$ cat config.mk
export PLATFORM = sky130hd
export DESIGN_NAME = stream_to_xors
export DESIGN_NICKNAME = d
export VERILOG_FILES = /design/src/rtl/stream_to_xors.sv
export SDC_FILE = /design/constraint.sdc
export NUM_CORES = 1
export LEC_CHECK = 0
export ABC_AREA = 1
export BUFFER_PORTS_ARGS = -buffer_cell sky130_fd_sc_hd__buf_2
export CAP_MARGIN = 15
export CORE_MARGIN = 2
export CORE_UTILIZATION = 55
export DETAILED_ROUTE_END_ITERATION = 12
export GPL_TIMING_DRIVEN = 1
export PLACE_DENSITY = 0.84
export REMOVE_ABC_BUFFERS = 1
export SLEW_MARGIN = 5
export SYNTH_ARGS = -nofsm -noshare
export SYNTH_HDL_FRONTEND = slang
export SYNTH_SLANG_ARGS = --single-unit
$ cat constraint.sdc
create_clock -name clk -period 3.4 [get_ports clk]
set_input_delay 0.68 -clock clk [delete_from_list [all_inputs] [get_ports clk]]
set_output_delay 0.68 -clock clk [all_outputs]
set_load 0.02 [all_outputs]
$ cat src/rtl/stream_to_xors.sv
// -----------------------------------------------------------------------------
// stream_to_xors
//   Collects a raster-ordered stream of XOR bits (pix_w bits per beat) into one
//   blk_h x blk_w block and hands the block downstream on a valid/ready
//   interface.  Block confidence and disparity are captured on the block's
//   first beat.  A single extra assembly buffer lets a finished block wait
//   while the output register is still occupied; the input stalls only then.
//
// Ports
//   clk              rising-edge clock
//   reset            synchronous active-low reset
//   pix_stream_data  one beat of XOR bits (beat k -> bits k*pix_w .. +pix_w-1)
//   pix_stream_valid beat present
//   pix_stream_ready beat can be taken (low while a finished block is held)
//   conf_in/disp_in  block confidence/disparity, taken on beat 0
//   flush            drop the partially assembled (or held) block
//   xors_out         assembled block, bit j = row j/blk_w, column j%blk_w
//   xors_valid       xors_out/conf_out/disp_out hold a complete block
//   xors_ready       downstream takes the block
//   conf_out         confidence of the presented block
//   disp_out         disparity of the presented block
//   blk_count        blocks accepted downstream, modulo 2^16
// -----------------------------------------------------------------------------
module stream_to_xors #(
   parameter int unsigned blk_w = 16,
   parameter int unsigned blk_h = 16,
   parameter int unsigned pix_w = 2
) (
   input  logic                     clk,
   input  logic                     reset,
   input  logic [pix_w-1:0]         pix_stream_data,
   input  logic                     pix_stream_valid,
   output logic                     pix_stream_ready,
   input  logic [7:0]               conf_in,
   input  logic [7:0]               disp_in,
   input  logic                     flush,
   output logic [blk_h*blk_w-1:0]   xors_out,
   output logic                     xors_valid,
   input  logic                     xors_ready,
   output logic [7:0]               conf_out,
   output logic [7:0]               disp_out,
   output logic [15:0]              blk_count
);

   localparam int unsigned BITS = blk_w * blk_h;
   localparam int unsigned N    = BITS / pix_w;
   localparam int unsigned CW   = (N > 1) ? $clog2(N) : 1;
   localparam logic [CW-1:0] LAST_BEAT = CW'(N - 1);

   typedef enum logic {
      ASM_FILL,
      ASM_FULL
   } asm_state_e;

   asm_state_e          state_q,    state_d;
   logic [CW-1:0]       beat_q,     beat_d;
   logic [BITS-1:0]     asm_q,      asm_d;
   logic [7:0]          aconf_q,    aconf_d;
   logic [7:0]          adisp_q,    adisp_d;
   logic [BITS-1:0]     out_q,      out_d;
   logic [7:0]          oconf_q,    oconf_d;
   logic [7:0]          odisp_q,    odisp_d;
   logic                ovalid_q,   ovalid_d;
   logic [15:0]         blk_cnt_q,  blk_cnt_d;

   logic                accept;
   logic                out_free;
   logic                first_beat;
   logic                last_beat;
   logic                load_held;
   logic                load_new;
   logic [31:0]         shift;
   logic [BITS-1:0]     blk_asm;
   logic [7:0]          blk_conf;
   logic [7:0]          blk_disp;

   always_comb begin
      state_d   = state_q;
      beat_d    = beat_q;
      asm_d     = asm_q;
      aconf_d   = aconf_q;
      adisp_d   = adisp_q;
      out_d     = out_q;
      oconf_d   = oconf_q;
      odisp_d   = odisp_q;
      ovalid_d  = ovalid_q;
      blk_cnt_d = blk_cnt_q;

      accept     = pix_stream_valid && (state_q == ASM_FILL) && !flush;
      out_free   = !ovalid_q || xors_ready;
      first_beat = accept && (beat_q == '0);
      last_beat  = accept && (beat_q == LAST_BEAT);

      // Block image including the current beat, so a completing block can go
      // straight to the output register in the same cycle.
      shift    = 32'(beat_q) * pix_w;
      blk_asm  = (asm_q & ~(BITS'({pix_w{1'b1}}) << shift))
               | (BITS'(pix_stream_data) << shift);
      blk_conf = first_beat ? conf_in : aconf_q;
      blk_disp = first_beat ? disp_in : adisp_q;

      if (accept) begin
         asm_d   = blk_asm;
         aconf_d = blk_conf;
         adisp_d = blk_disp;
         beat_d  = last_beat ? '0 : beat_q + 1'b1;
      end
      if (flush) begin
         beat_d = '0;
      end

      unique case (state_q)
         ASM_FILL: if (last_beat && !out_free) state_d = ASM_FULL;
         ASM_FULL: if (flush || xors_ready)    state_d = ASM_FILL;
         default:                              state_d = ASM_FILL;
      endcase

      // A held block moves out when downstream takes the current one; flush
      // discards the held block as well.
      load_held = (state_q == ASM_FULL) && xors_ready && !flush;
      load_new  = last_beat && out_free;

      if (load_held) begin
         out_d    = asm_q;
         oconf_d  = aconf_q;
         odisp_d  = adisp_q;
         ovalid_d = 1'b1;
      end else if (load_new) begin
         out_d    = blk_asm;
         oconf_d  = blk_conf;
         odisp_d  = blk_disp;
         ovalid_d = 1'b1;
      end else if (xors_ready) begin
         ovalid_d = 1'b0;
      end

      if (ovalid_q && xors_ready) begin
         blk_cnt_d = blk_cnt_q + 16'd1;
      end
   end

   always_ff @(posedge clk) begin
      if (!reset) begin
         state_q   <= ASM_FILL;
         beat_q    <= '0;
         asm_q     <= '0;
         aconf_q   <= '0;
         adisp_q   <= '0;
         out_q     <= '0;
         oconf_q   <= '0;
         odisp_q   <= '0;
         ovalid_q  <= 1'b0;
         blk_cnt_q <= '0;
      end else begin
         state_q   <= state_d;
         beat_q    <= beat_d;
         asm_q     <= asm_d;
         aconf_q   <= aconf_d;
         adisp_q   <= adisp_d;
         out_q     <= out_d;
         oconf_q   <= oconf_d;
         odisp_q   <= odisp_d;
         ovalid_q  <= ovalid_d;
         blk_cnt_q <= blk_cnt_d;
      end
   end

   assign pix_stream_ready = (state_q == ASM_FILL);
   assign xors_out         = out_q;
   assign xors_valid       = ovalid_q;
   assign conf_out         = oconf_q;
   assign disp_out         = odisp_q;
   assign blk_count        = blk_cnt_q;

endmodule

Word-level counts from Yosys, hierarchy flattened
Index checks and enable logic that the tools add are counted.
Word-level totals
  register bits: 569
  input bits: 23
  output and inout bits: 290
  logic and storage cells: 53
Operators by class
  shift operators: 2
  bitwise gates (word level): 5
  add/sub/neg operators: 2
  eq/ne operators: 1
  mux-type cells: 15
  reductions and logical operators: 18
Operator list (number)
  $mux W256: 2
  $and A256 B256 Y256: 1
  $not A256 Y256: 1
  $or A256 B256 Y256: 1
  $shl A2 B8 Y256: 1
  $shl A2 B8 Y256 const A: 1
  $mux W8: 6
  $add A16 B1 Y16 const B: 1
  $logic_and A1 B1 Y1: 9
  $add A7 B1 Y7 const B: 1
  $eq A7 B7 Y1 const B: 1
  $logic_not A7 Y1: 1
  $mux W7: 1
  $mux W1: 5
  $logic_not A1 Y1: 3
  $reduce_bool A3 Y1: 1
  $logic_or A1 B1 Y1: 2
  $not A1 Y1: 2
  $pmux W1 S2: 1
  $reduce_bool A2 Y1: 1
  $reduce_or A2 Y1: 1

Longest topological paths before layout
  depth in word-level cells: 7
  mapped depth: 13
  mapped depth without buffers: 9

Worst setup path before layout
Ideal clock, no wire load.
  path type: reg2reg
  start point: reg beat_q[0]
  end point: reg asm_q[142]
  cell stages (with the launch flop): 11
  library setup time: 0.115 ns
  data required time: 3.285 ns
  path buffers: 1
  period minus slack after synthesis: 1.973 ns
  setup slack: 1.427 ns
  data arrival time: 1.857 ns
  path through: dfxtp_1 ha_1 ha_1 clkbuf_1 inv_1 nor2_1 nand4_1 nand2_1 o21ai_0 o21ai_0 inv_1
On the way
  cells in the longest elaborated chain, start to end: 4
  elaborated cells on any way between the ends: 5
  classes of those cells: 2 x shift; 3 x bitwise
Ends and longest elaborated chain
  start: declaration: line 56  | logic [CW-1:0] beat_q, beat_d;
  start signal: assignment: line 156  | beat_q <= beat_d;
  $shl A2 B8 Y256: line 97  | blk_asm = (asm_q & ~(BITS'({pix_w{1'b1}}) << shift))
  $not A256 Y256: line 97
  $and A256 B256 Y256: line 97
  $or A256 B256 Y256 *: line 98  | | (BITS'(pix_stream_data) << shift);
  end signal: assignment: line 157  | asm_q <= asm_d;
  end: declaration: line 57  | logic [BITS-1:0] asm_q, asm_d;
Mark *: on every way between the ends. The rest lies on a longest branch, timed or not.
A chain may end at the register's enable or synchronous reset.

Worst setup path after layout
  start point: reg beat_q[0]
  end point: reg odisp_q[7] (netlist: disp_out[7])
On the way
  cells in the longest elaborated chain, start to end: 5
  elaborated cells on any way between the ends: 9
  classes of those cells: 1 x eq/ne; 3 x mux; 5 x reduce/logical
Ends and longest elaborated chain
  $logic_not A7 Y1: line 91  | first_beat = accept && (beat_q == '0);
  $logic_and A1 B1 Y1: line 91
  $mux W8: line 100  | blk_disp = first_beat ? disp_in : adisp_q;
  $mux W8: line 128  | end else if (load_new) begin
  $mux W8: line 123  | if (load_held) begin
  end signal: assignment: line 162  | odisp_q <= odisp_d;
  end: declaration: line 62  | logic [7:0] odisp_q, odisp_d;
Parallel ways exist; a longest one is shown, timed or not. The select of a mux whose other input is x is not followed.

==> run metrics <==
outcome=complete, no violations; cts bufs inserted=59; RSZ-0062 raised after global routing=false; Final Cycle Share=82.0%; Setup crit end kind=flip-flop; fin cells=4898; register area share after synthesis=40.2%; CP required=3.94 ns; Cells after Synth=4112; largest net degree at the start of global routing=220; Yosys cell types=27; first-pass GRT wire length=132000 µm; Die Footprint=53300 µm²; CTS H-tree lvls=2; vias=28.9k; EDFF count, synth=0; PortBufs=312; worst hold margin=0.317 ns; Synth area leaders=dfxtp_1 40%, nand3_1 14%, nand2_1 9.3%; Final nets=4198; P&R area growth vs syn=12.8%; fraction of layout cells with a size suffix above 1=14.4%; slew margin rel.=17.1%; CP startpoint kind=flip-flop; post-synth top area share=40.2%; Synth warnings=0; Root Buffer=clkbuf_16; Worst-Margin Slew=1.24 ns; peak supply drop=439 µV; WL/cell=16.8 µm; Placer Congestion=0.858; dpl cells=4787; Main synth FF type=dfxtp_1; Worst Skew=0.0202 ns; FF+latch count, synth=569; final wirelength=82400 µm; Tmin final=2.79 ns; initial core utilization=55.4%; Pre-Repair DR Iteration Count=11; Via density=5.90; Reg clk slew, reported paths=0.06 ns; initial DRC count=3022; post-cts resize count=0; most frequent cells in the layout=793 x nand3_1, 698 x nand2_1, 567 x dfxtp_1; worst hold path class=in2reg; IO Count=313; GRT Util Overall=29.8%; post-DP HPWL=48300 µm; Worst Path Arrival=3.33 ns; drc violations=0; Clock Tree Buf Depth=3; Async SR Flop Fraction=0%; Final Hold Fails=0; critical setup path kind=reg2reg; Power Dens Cells=466 nW/µm²; clk_lat worst skew=0.63 ns; Die Wd=231 µm; LEAKAGE=14.7 nW; Max Fanout on Critical Path=169; post-synth top area cell=dfxtp_1; Synth Area per Inst=6.89 µm²; commonest non-fill, non-tap cell in the layout=nand3_1; Tot Pwr=14.9 mW; TritonCTS Sinks=569; chip height=231 µm; Final Setup Violations=0; fillers=4581; Post-CTS Hold Buffers=0; maxcap violations=0; synthesized cell area=28300 µm²; remaining global-route overflow=0; max-slew violation count=0; CTS tree=yes; DRT antenna net count=0; antenna violations before repair=2; vias in the first global route=25.9k; setup bufs post-CTS=0; core area=51100 µm²; FMAX=359 MHz; row cnt=83
==> per-stage QoR <==
| stage | cell area, µm² | util [%] | setup WS (ns) | setup TNS (ns) |
|---|---|---|---|---|
| after global routing | 31900 | 62.5 | 0.519 | 0 |
| after global placement | 29800 | 58.3 | 0.625 | 0 |
| after floorplan | 26800 | - | -15.80 | -5571.62 |
| after CTS | 31900 | 62.5 | 0.765 | 0 |
| final | 31900 | 62.5 | 0.612 | 0 |
| after detailed placement | 29800 | 58.3 | 0.555 | 0 |
==> flip-flops by register name (all words and copies together), names as in the netlist, 7 cells and up <==
signal	flops
aconf_q	8
adisp_q	8
asm_q	256
beat_q	7
blk_count	16
conf_out	8
disp_out	8
xors_out	256
==> area by class of cell <==
class | instances | area (µm²) | area share (%)
timing repair buffer | 352 | 2050 | 6.40
clock buffer | 79 | 1710 | 5.37
clock inverter | 30 | 415 | 1.30
inverter | 362 | 1390 | 4.34
tap | 680 | 851 | 2.66
antenna | 2 | 5.00 | 0.0157
multi-input combinational | 2824 | 14100 | 44.2
sequential | 569 | 11400 | 35.7
==> metal layers <==
layer  vias up  track usage (%)  wire length [µm]  share of wire, %
li1      14100                -                 -                 -
met1     13400             40.5             35200                43
met2      1239             47.2             37200                45
met3       182             4.95              6960               8.4
met4         0             12.1              3050               3.7
met5         -                0                 0                 0
==> cells by family (layout without fill, tap and decap cells) <==
| family | after synthesis | count (layout) | synth area share, % |
|---|---|---|---|
| compound gates | 780 | 780 | 16.0 |
| xor+xnor | 4 | 4 | 0.124 |
| fa+ha+maj | 7 | 7 | 0.309 |
| buf+inv | 719 | 823 | 10.1 |
| flops | 569 | 569 | 40.2 |
| other cells | 0 | 2 | 0 |
| simple gates | 2033 | 2033 | 33.2 |
==> Yosys cell counts, types with 2 or more instances <==
library cell and n:
a21oi_1 403, buf_1 48, buf_2 67, buf_4 14
buf_6 2, clkbuf_1 226, dfxtp_1 569, ha_1 7
inv_1 351, inv_2 10, nand2_1 698, nand3_1 795
nand4_1 162, nor2_1 235, nor2_2 3, nor3_1 8
nor3_2 7, nor3b_1 2, o211ai_1 252, o21ai_0 123
or2_2 121, xor2_1 4
==> worst max-delay path, stage by stage, from the launching register on <==
cell and delay (ns):
dfxtp_1 0.38, ha_1 0.27, nand3_1 0.12, nor2_2 0.09, nand3_4 0.09, nand2_8 0.07
inv_8 0.56, buf_4 0.47, nand2_1 0.10, a21oi_1 0.17
==> where the power goes <==
part / internal, mW / switching (mW) / leakage [nW]
clock network: 4.22 / 2.79 / 1.03
registers: 6.87 / 0.134 / 4.63
logic: 0.304 / 0.572 / 9.06
==> path summary, 6_finish.rpt <==
kind | from | end | slack (ns) | depth (start not counted)
max | beat_q[0] | disp_out[7] | 0.61 | 9
min | disp_in[4] | adisp_q[4] | 0.32 | 3
max reg2reg | beat_q[0] | disp_out[7] | 0.61 | 9
min reg2reg | xors_out[253] | xors_out[253] | 0.46 | 2
No activity file was read; power rests on OpenSTA's default activity.
